[config.mk]
export PLATFORM = sky130hd
export DESIGN_NAME = bp_cfg_boot_sequencer
export DESIGN_NICKNAME = d
export VERILOG_FILES = /design/src/rtl/bp_cfg_boot_sequencer.sv
export SDC_FILE = /design/constraint.sdc
export NUM_CORES = 1
export LEC_CHECK = 0
export BUFFER_PORTS_ARGS = -buffer_cell sky130_fd_sc_hd__buf_4
export CORE_MARGIN = 4
export CORE_UTILIZATION = 41
export DETAILED_ROUTE_END_ITERATION = 8
export PLACE_DENSITY = 0.75
export SETUP_SLACK_MARGIN = 0.15
export SYNTH_ARGS = -nofsm -noshare
export SYNTH_HDL_FRONTEND = slang
export SYNTH_SLANG_ARGS = --single-unit
[constraint.sdc]
create_clock -name clk_i -period 1.4 [get_ports clk_i]
set_clock_uncertainty 0.15 [all_clocks]
set_input_delay 0.28 -clock clk_i [delete_from_list [all_inputs] [get_ports clk_i]]
set_output_delay 0.28 -clock clk_i [all_outputs]
set_load 0.05 [all_outputs]
[src/rtl/bp_cfg_boot_sequencer.sv]
`default_nettype none
// ============================================================================
//  Module   : bp_cfg_boot_sequencer
//  Purpose  : Post-reset config-bus sequencer. For every core it writes
//             freeze, core id, the CCE microcode image, CCE mode, then unfreeze.
//  Revision : 1.0  initial release
// ============================================================================
module bp_cfg_boot_sequencer #(
  parameter int num_core_p       = 1,
  parameter int cce_pc_width_p   = 8,
  parameter int cfg_addr_width_p = 16,
  parameter int cfg_data_width_p = 64,
  parameter int core_id_width_p  = (num_core_p > 1) ? $clog2(num_core_p) : 1
) (
  input  logic                        clk_i,
  input  logic                        reset_i,
  output logic                        cfg_v_o,
  input  logic                        cfg_ready_i,
  output logic [core_id_width_p-1:0]  cfg_core_o,
  output logic [cfg_addr_width_p-1:0] cfg_addr_o,
  output logic [cfg_data_width_p-1:0] cfg_data_o,
  output logic                        ucode_v_o,
  output logic [cce_pc_width_p-1:0]   ucode_addr_o,
  input  logic [cfg_data_width_p-1:0] ucode_data_i,
  output logic                        done_o
);

  localparam logic [2:0] S_RESET    = 3'd0;
  localparam logic [2:0] S_FREEZE   = 3'd1;
  localparam logic [2:0] S_CORE_ID  = 3'd2;
  localparam logic [2:0] S_UC_RD    = 3'd3;
  localparam logic [2:0] S_UC_WR    = 3'd4;
  localparam logic [2:0] S_MODE     = 3'd5;
  localparam logic [2:0] S_UNFREEZE = 3'd6;
  localparam logic [2:0] S_DONE     = 3'd7;

  localparam logic [cfg_addr_width_p-1:0] ADDR_FREEZE  = '0;
  localparam logic [cfg_addr_width_p-1:0] ADDR_CORE_ID = cfg_addr_width_p'(4);
  localparam logic [cfg_addr_width_p-1:0] ADDR_MODE    = cfg_addr_width_p'(8);
  localparam logic [cfg_addr_width_p-1:0] ADDR_UCODE   = cfg_addr_width_p'(32'h8000);
  localparam logic [cfg_data_width_p-1:0] DATA_ONE     = cfg_data_width_p'(1);
  localparam logic [core_id_width_p-1:0]  LAST_CORE    = core_id_width_p'(num_core_p - 1);

  if (cce_pc_width_p >= cfg_addr_width_p) begin : g_width_check
    $error("cce_pc_width_p must be smaller than cfg_addr_width_p");
  end

  logic [2:0]                  state_q, state_d;
  logic [core_id_width_p-1:0]  core_q, core_d;
  logic [cce_pc_width_p-1:0]   word_q, word_d;
  logic                        fresh_q;
  logic [cfg_data_width_p-1:0] ucode_q;
  logic [cfg_data_width_p-1:0] uc_data;
  logic                        write_st;
  logic                        xfer;

  assign write_st = (state_q == S_FREEZE) || (state_q == S_CORE_ID) ||
                    (state_q == S_UC_WR)  || (state_q == S_MODE)    ||
                    (state_q == S_UNFREEZE);
  assign xfer     = write_st & cfg_ready_i;

  assign cfg_v_o      = write_st;
  assign cfg_core_o   = core_q;
  assign ucode_v_o    = (state_q == S_UC_RD);
  assign ucode_addr_o = word_q;
  assign done_o       = (state_q == S_DONE);

  // ROM data is live only in the first S_UC_WR cycle; later stall cycles use the copy.
  assign uc_data = fresh_q ? ucode_data_i : ucode_q;

  always_comb begin
    state_d    = state_q;
    core_d     = core_q;
    word_d     = word_q;
    cfg_addr_o = '0;
    cfg_data_o = '0;
    case (state_q)
      S_RESET: state_d = S_FREEZE;
      S_FREEZE: begin
        cfg_addr_o = ADDR_FREEZE;
        cfg_data_o = DATA_ONE;
        if (xfer) state_d = S_CORE_ID;
      end
      S_CORE_ID: begin
        cfg_addr_o = ADDR_CORE_ID;
        cfg_data_o = cfg_data_width_p'(core_q);
        if (xfer) state_d = S_UC_RD;
      end
      S_UC_RD: state_d = S_UC_WR;
      S_UC_WR: begin
        cfg_addr_o = ADDR_UCODE + cfg_addr_width_p'(word_q);
        cfg_data_o = uc_data;
        if (xfer) begin
          if (word_q == '1) begin
            word_d  = '0;
            state_d = S_MODE;
          end else begin
            word_d  = word_q + cce_pc_width_p'(1);
            state_d = S_UC_RD;
          end
        end
      end
      S_MODE: begin
        cfg_addr_o = ADDR_MODE;
        cfg_data_o = DATA_ONE;
        if (xfer) state_d = S_UNFREEZE;
      end
      S_UNFREEZE: begin
        cfg_addr_o = ADDR_FREEZE;
        cfg_data_o = '0;
        if (xfer) begin
          if (core_q == LAST_CORE) begin
            state_d = S_DONE;
          end else begin
            core_d  = core_q + core_id_width_p'(1);
            state_d = S_FREEZE;
          end
        end
      end
      S_DONE:  state_d = S_DONE;
      default: state_d = S_RESET;
    endcase
  end

  always_ff @(posedge clk_i) begin
    if (reset_i) begin
      state_q <= S_RESET;
      core_q  <= '0;
      word_q  <= '0;
      fresh_q <= 1'b0;
      ucode_q <= '0;
    end else begin
      state_q <= state_d;
      core_q  <= core_d;
      word_q  <= word_d;
      fresh_q <= ucode_v_o;
      if (fresh_q) ucode_q <= ucode_data_i;
    end
  end

endmodule
`default_nettype wire

=== Word-level counts from Yosys, hierarchy flattened ===
Index checks and enable logic that the tools add are counted.

* Register bits after elaboration: 77
* Bits in latches: 0
* Bits in writable memories: 0
* Bits in read-only memories: 0
* Bits of input ports: 67
* Output and inout port bits: 92
* Logic and storage cells: 44
* Memories: 0

* Add/subtract/negate cells: 3
* Multiply operators: 0
* Divide/modulo/power cells: 0
* Order comparisons: 0
* Equality and inequality tests: 13
* Shifts and indexed selects: 0
* Multiplexer cells: 13
* Bitwise logic cells: 1
* Reduce and logical (&&, ||, !) cells: 9

{| class="wikitable"
|+ Operator list
! cell !! number
|-
| 64-bit one-hot mux with 3 select lines || 1
|-
| 64-bit two-way mux || 1
|-
| 16-bit one-hot mux with 3 select lines || 1
|-
| 3-bit one-hot mux with 8 select lines || 1
|-
| 3-bit two-way mux || 7
|-
| 16-bit by 8-bit adder with 16-bit output (first input constant) || 1
|-
| 3-bit equality test (second input constant) || 4
|-
| 2-bit != test (second input constant) || 5
|-
| 8-bit by 1-bit adder with 8-bit output (second input constant) || 1
|-
| 8-bit equality test (second input constant) || 1
|-
| 8-bit two-way mux || 1
|-
| 3-bit by 2-bit equality test with 1-bit output (second input constant) || 2
|-
| 5-bit AND reduction || 1
|-
| 1-bit logical OR || 4
|-
| 2-bit AND reduction || 2
|-
| 3-bit by 1-bit equality test with 1-bit output (second input constant) || 1
|-
| 3-bit zero test || 1
|-
| 2-bit OR reduction || 1
|-
| 1-bit adder (second input constant) || 1
|-
| 1-bit bitwise AND || 1
|-
| 1-bit two-way mux || 1
|}

=== Depth between registers and ports, before layout ===
* Depth in word-level cells: 8
* Depth in mapped cells: 5
* Mapped depth without buffers: 4

=== Worst setup path before layout ===
OpenSTA, ideal clock, no wires.

* Kind: register to output
* Start: register word_q[2] (netlist: ucode_addr_o[2])
* End: output port cfg_addr_o[2]
* Arrival time: 1.705 ns
* Data required time: 0.970 ns
* Setup slack: -0.735 ns
* Cell stages (with the launch flop): 4
* Path buffers: 0
* Cell sequence: dfxtp_1 -> nand2_1 -> mux2_2 -> nor2_1

* Longest elaborated chain between the ends: 2

{| class="wikitable"
|+ Ends and longest elaborated chain
! element !! line !! source
|-
| start: declaration || 50 || <nowiki>logic [cce_pc_width_p-1:0] word_q, word_d;</nowiki>
|-
| start signal: assignment || 135 || <nowiki>word_q <= word_d;</nowiki>
|-
| 16-bit by 8-bit adder with 16-bit output || 91 || <nowiki>cfg_addr_o = ADDR_UCODE + cfg_addr_width_p'(word_q);</nowiki>
|-
| 16-bit one-hot mux with 3 select lines || 77 || <nowiki>case (state_q)</nowiki>
|-
| end: declaration || 20 || <nowiki>output logic [cfg_addr_width_p-1:0] cfg_addr_o,</nowiki>
|}

Every way passes these cells.

=== Worst setup path after layout ===
* Start: register fresh_q
* End: output port cfg_data_o[24]

* Longest elaborated chain between the ends: 2

{| class="wikitable"
|+ Ends and longest elaborated chain
! element !! line !! source
|-
| start: declaration || 51 || <nowiki>logic fresh_q;</nowiki>
|-
| start signal: assignment || 136 || <nowiki>fresh_q <= ucode_v_o;</nowiki>
|-
| 64-bit two-way mux || -- ||
|-
| 64-bit one-hot mux with 3 select lines || 77 ||
|-
| end: declaration || 21 || <nowiki>output logic [cfg_data_width_p-1:0] cfg_data_o,</nowiki>
|}

Every way passes these cells.

==> results.sh <==
export IMPL_cp_arrival_ns=1.64
export IMPL_rsz0062_at_grt="yes"
export IMPL_nets=680
export IMPL_yosysWarnings=0
export IMPL_synth_seq_cells=76
export IMPL_powerDensity_nw_per_um2=725.7
export IMPL_cts_buffers=9
export IMPL_netlist_area_um2=3241
export IMPL_grt_pass1_vias=3688
export IMPL_core_area_um2=7687
export IMPL_hold_depth=3
export IMPL_hold_path_class="input pin to register"
export IMPL_place_area_um2=5545
export IMPL_io_pins=159
export IMPL_path_max_fanout=22
export IMPL_cap_violations=0
export IMPL_postSynthCellCount=373
export IMPL_leakage_uw=0.002706
export IMPL_critPathCaptureType="primary output"
export IMPL_setup_slack_ns=-0.6710
export IMPL_gp_congestion=0.8794
export IMPL_clock_sinks=76
export IMPL_cts_buffer_depth=2
export IMPL_routed_wl_um=14500
export IMPL_rows=32
export IMPL_final_cells=719
export IMPL_gr_usage_all_layers=0.2422
export IMPL_ant_nets=0
export IMPL_yosysSeqAreaShare=0.4695
export IMPL_clockRootBuffer="clkbuf_8"
export IMPL_grt_pass1_wl_um=18550
export IMPL_grt_max_degree=44
export IMPL_status="complete, but fails checks"
export IMPL_path_class="register to primary output"
export IMPL_failed_checks="negative setup slack"
export IMPL_fp_dieH_um=96.91
export IMPL_cts_max_level=3
export IMPL_area_growth_pct=114.9
export IMPL_n_antenna_cell=0
export IMPL_clk_latency_ns=0.34
export IMPL_max_freq_ghz=0.4829
export IMPL_clk_pin_slew_ns=0.09
export IMPL_cp_required_ns=0.97
export IMPL_antenna_found_initial=0
export IMPL_initial_core_util=0.4215
export IMPL_synth_cell_type_count=31
export IMPL_r2r_worst_path_cells=8
export IMPL_die_area_um2=9391
export IMPL_postLayoutCellArea_um2=6963
export IMPL_drive_gt1_frac=0.6775
export IMPL_viasPerCell=5.139
export IMPL_netlist_top_cells_area="dfxtp_1, mux2i_1, nor2_1, buf_4, a21oi_1"
export IMPL_maxSlewViolCount=0
export IMPL_synth_area_leader_cell="dfxtp_1"
export IMPL_die_x_um=96.91
export IMPL_drt_first_iter_violations=163
export IMPL_yosysTopAreaCellShare=0.4695
export IMPL_avgRoutedWirePerCell_um=20.17
export IMPL_setup_viol=132
export IMPL_syn_area_per_cell_um2=8.688
export IMPL_cts_hold_buf=0
export IMPL_gr_total_overflow=0
export IMPL_dp_hpwl_um=7551
export IMPL_dp_cells=677
export IMPL_cts_tree="built"
export IMPL_mostFrequentLayoutCells="buf_4, nor2_1, buf_6"
export IMPL_drcViolationCount=0
export IMPL_startpoint_type="register"
export IMPL_final_common_cell="buf_4"
export IMPL_finalCriticalPeriod_ns=2.071
export IMPL_fill_cells=311
export IMPL_drtPass1Iterations=4
export IMPL_vias=3695
export IMPL_peakVddDrop_mv=0.6001
export IMPL_hold_viol=0
export IMPL_period_share=1.479
export IMPL_numPortBuffers=150
final timing paths:
check,end,from,slack [ns]
max reg2reg,ucode_addr_o[1],state_q[1],-0.40
min,ucode_q[23],ucode_data_i[23],0.06
max,cfg_data_o[24],fresh_q,-0.67
min reg2reg,ucode_addr_o[7],ucode_addr_o[7],0.40
Yosys cell counts:
cell / number
a21oi_1: 11
a31oi_1: 1
and2_1: 7
and3_1: 2
and4bb_2: 1
buf_1: 7
buf_2: 9
buf_4: 8
clkbuf_1: 10
conb_1: 1
dfxtp_1: 76
ha_1: 1
inv_1: 3
inv_2: 1
mux2_2: 2
mux2i_1: 63
nand2_1: 5
nand2b_1: 4
nand3_1: 5
nand3b_1: 1
nand4_2: 1
nand4bb_1: 1
nor2_1: 132
nor3_1: 3
o211ai_1: 2
o21ai_0: 5
o31ai_1: 3
o31ai_2: 1
or3_1: 3
or4_1: 3
xnor2_1: 1
cell type report:
cell class	count	area, µm²	area share
clock buffers	13	201.4	0.02893
clock inverters	3	45.04	0.006469
inverters	4	26.28	0.003774
multi-input cells	267	2446	0.3513
flip-flops and latches	76	1564	0.2246
well taps	102	127.6	0.01833
repair buffers	254	2552	0.3666
flip-flops by register name (all words and copies together) (netlist names):
| register | count |
|---|---|
| state_q | 3 |
| fresh_q | 1 |
| ucode_addr_o | 8 |
| ucode_q | 64 |
kinds of logic after synthesis:
logic type,synth area share
AO/OA/AOI/OAI,0.04208
AND/OR/NAND/NOR,0.2224
adder cells (fa/ha/maj),0.003860
buffers and inverters,0.05676
XOR/XNOR,0.002703
flip-flops,0.4695
other,0.001157
multiplexers,0.2015
power breakdown:
part / switching, µW / internal (µW)
clock: 859 / 1150
sequential: 24.2 / 2170
combinational: 428 / 423
total: 1310 / 3740
per-stage QoR:
step	setup WS (ns)	hold WS, ns	total power [µW]	setup TNS (ns)	utilization
final	-0.6710	0.06386	5053	-49.56	0.9058
after global routing	-0.7239	0.06165	5205	-56.90	0.9058
after CTS	-0.6248	0.05042	4915	-45.45	0.8411
after detailed placement	-0.2929	0.3402	2867	-15.80	0.7214
after global placement	-0.2899	0.3184	2854	-14.18	0.7214
after floorplan	-0.5843	0.2939	2585	-27.67	-
critical path: stages, from the launching register on:
cell,delay (ns)
dfxtp_4,0.41
buf_12,0.25
mux2i_2,0.36
nor2_4,0.08
buf_4,0.19
layer usage:
metal	track usage	vias to the layer above	part of all wire
li1	-	1704	-
met1	0.2835	1805	0.38
met2	0.4448	163	0.55
met3	0.05119	23	0.053
met4	0.06479	0	0.019
met5	0	-	0
timing repair:
action / 4_1_cts / 5_1_grt
setup buffers: 9 / 10
gates resized for setup: 149 / 60
setup endpoints to repair: 151 / 158
pin swaps: 18 / 11
gates cloned: 1 / 6
Note: power is estimated with default switching activity, not from simulation.
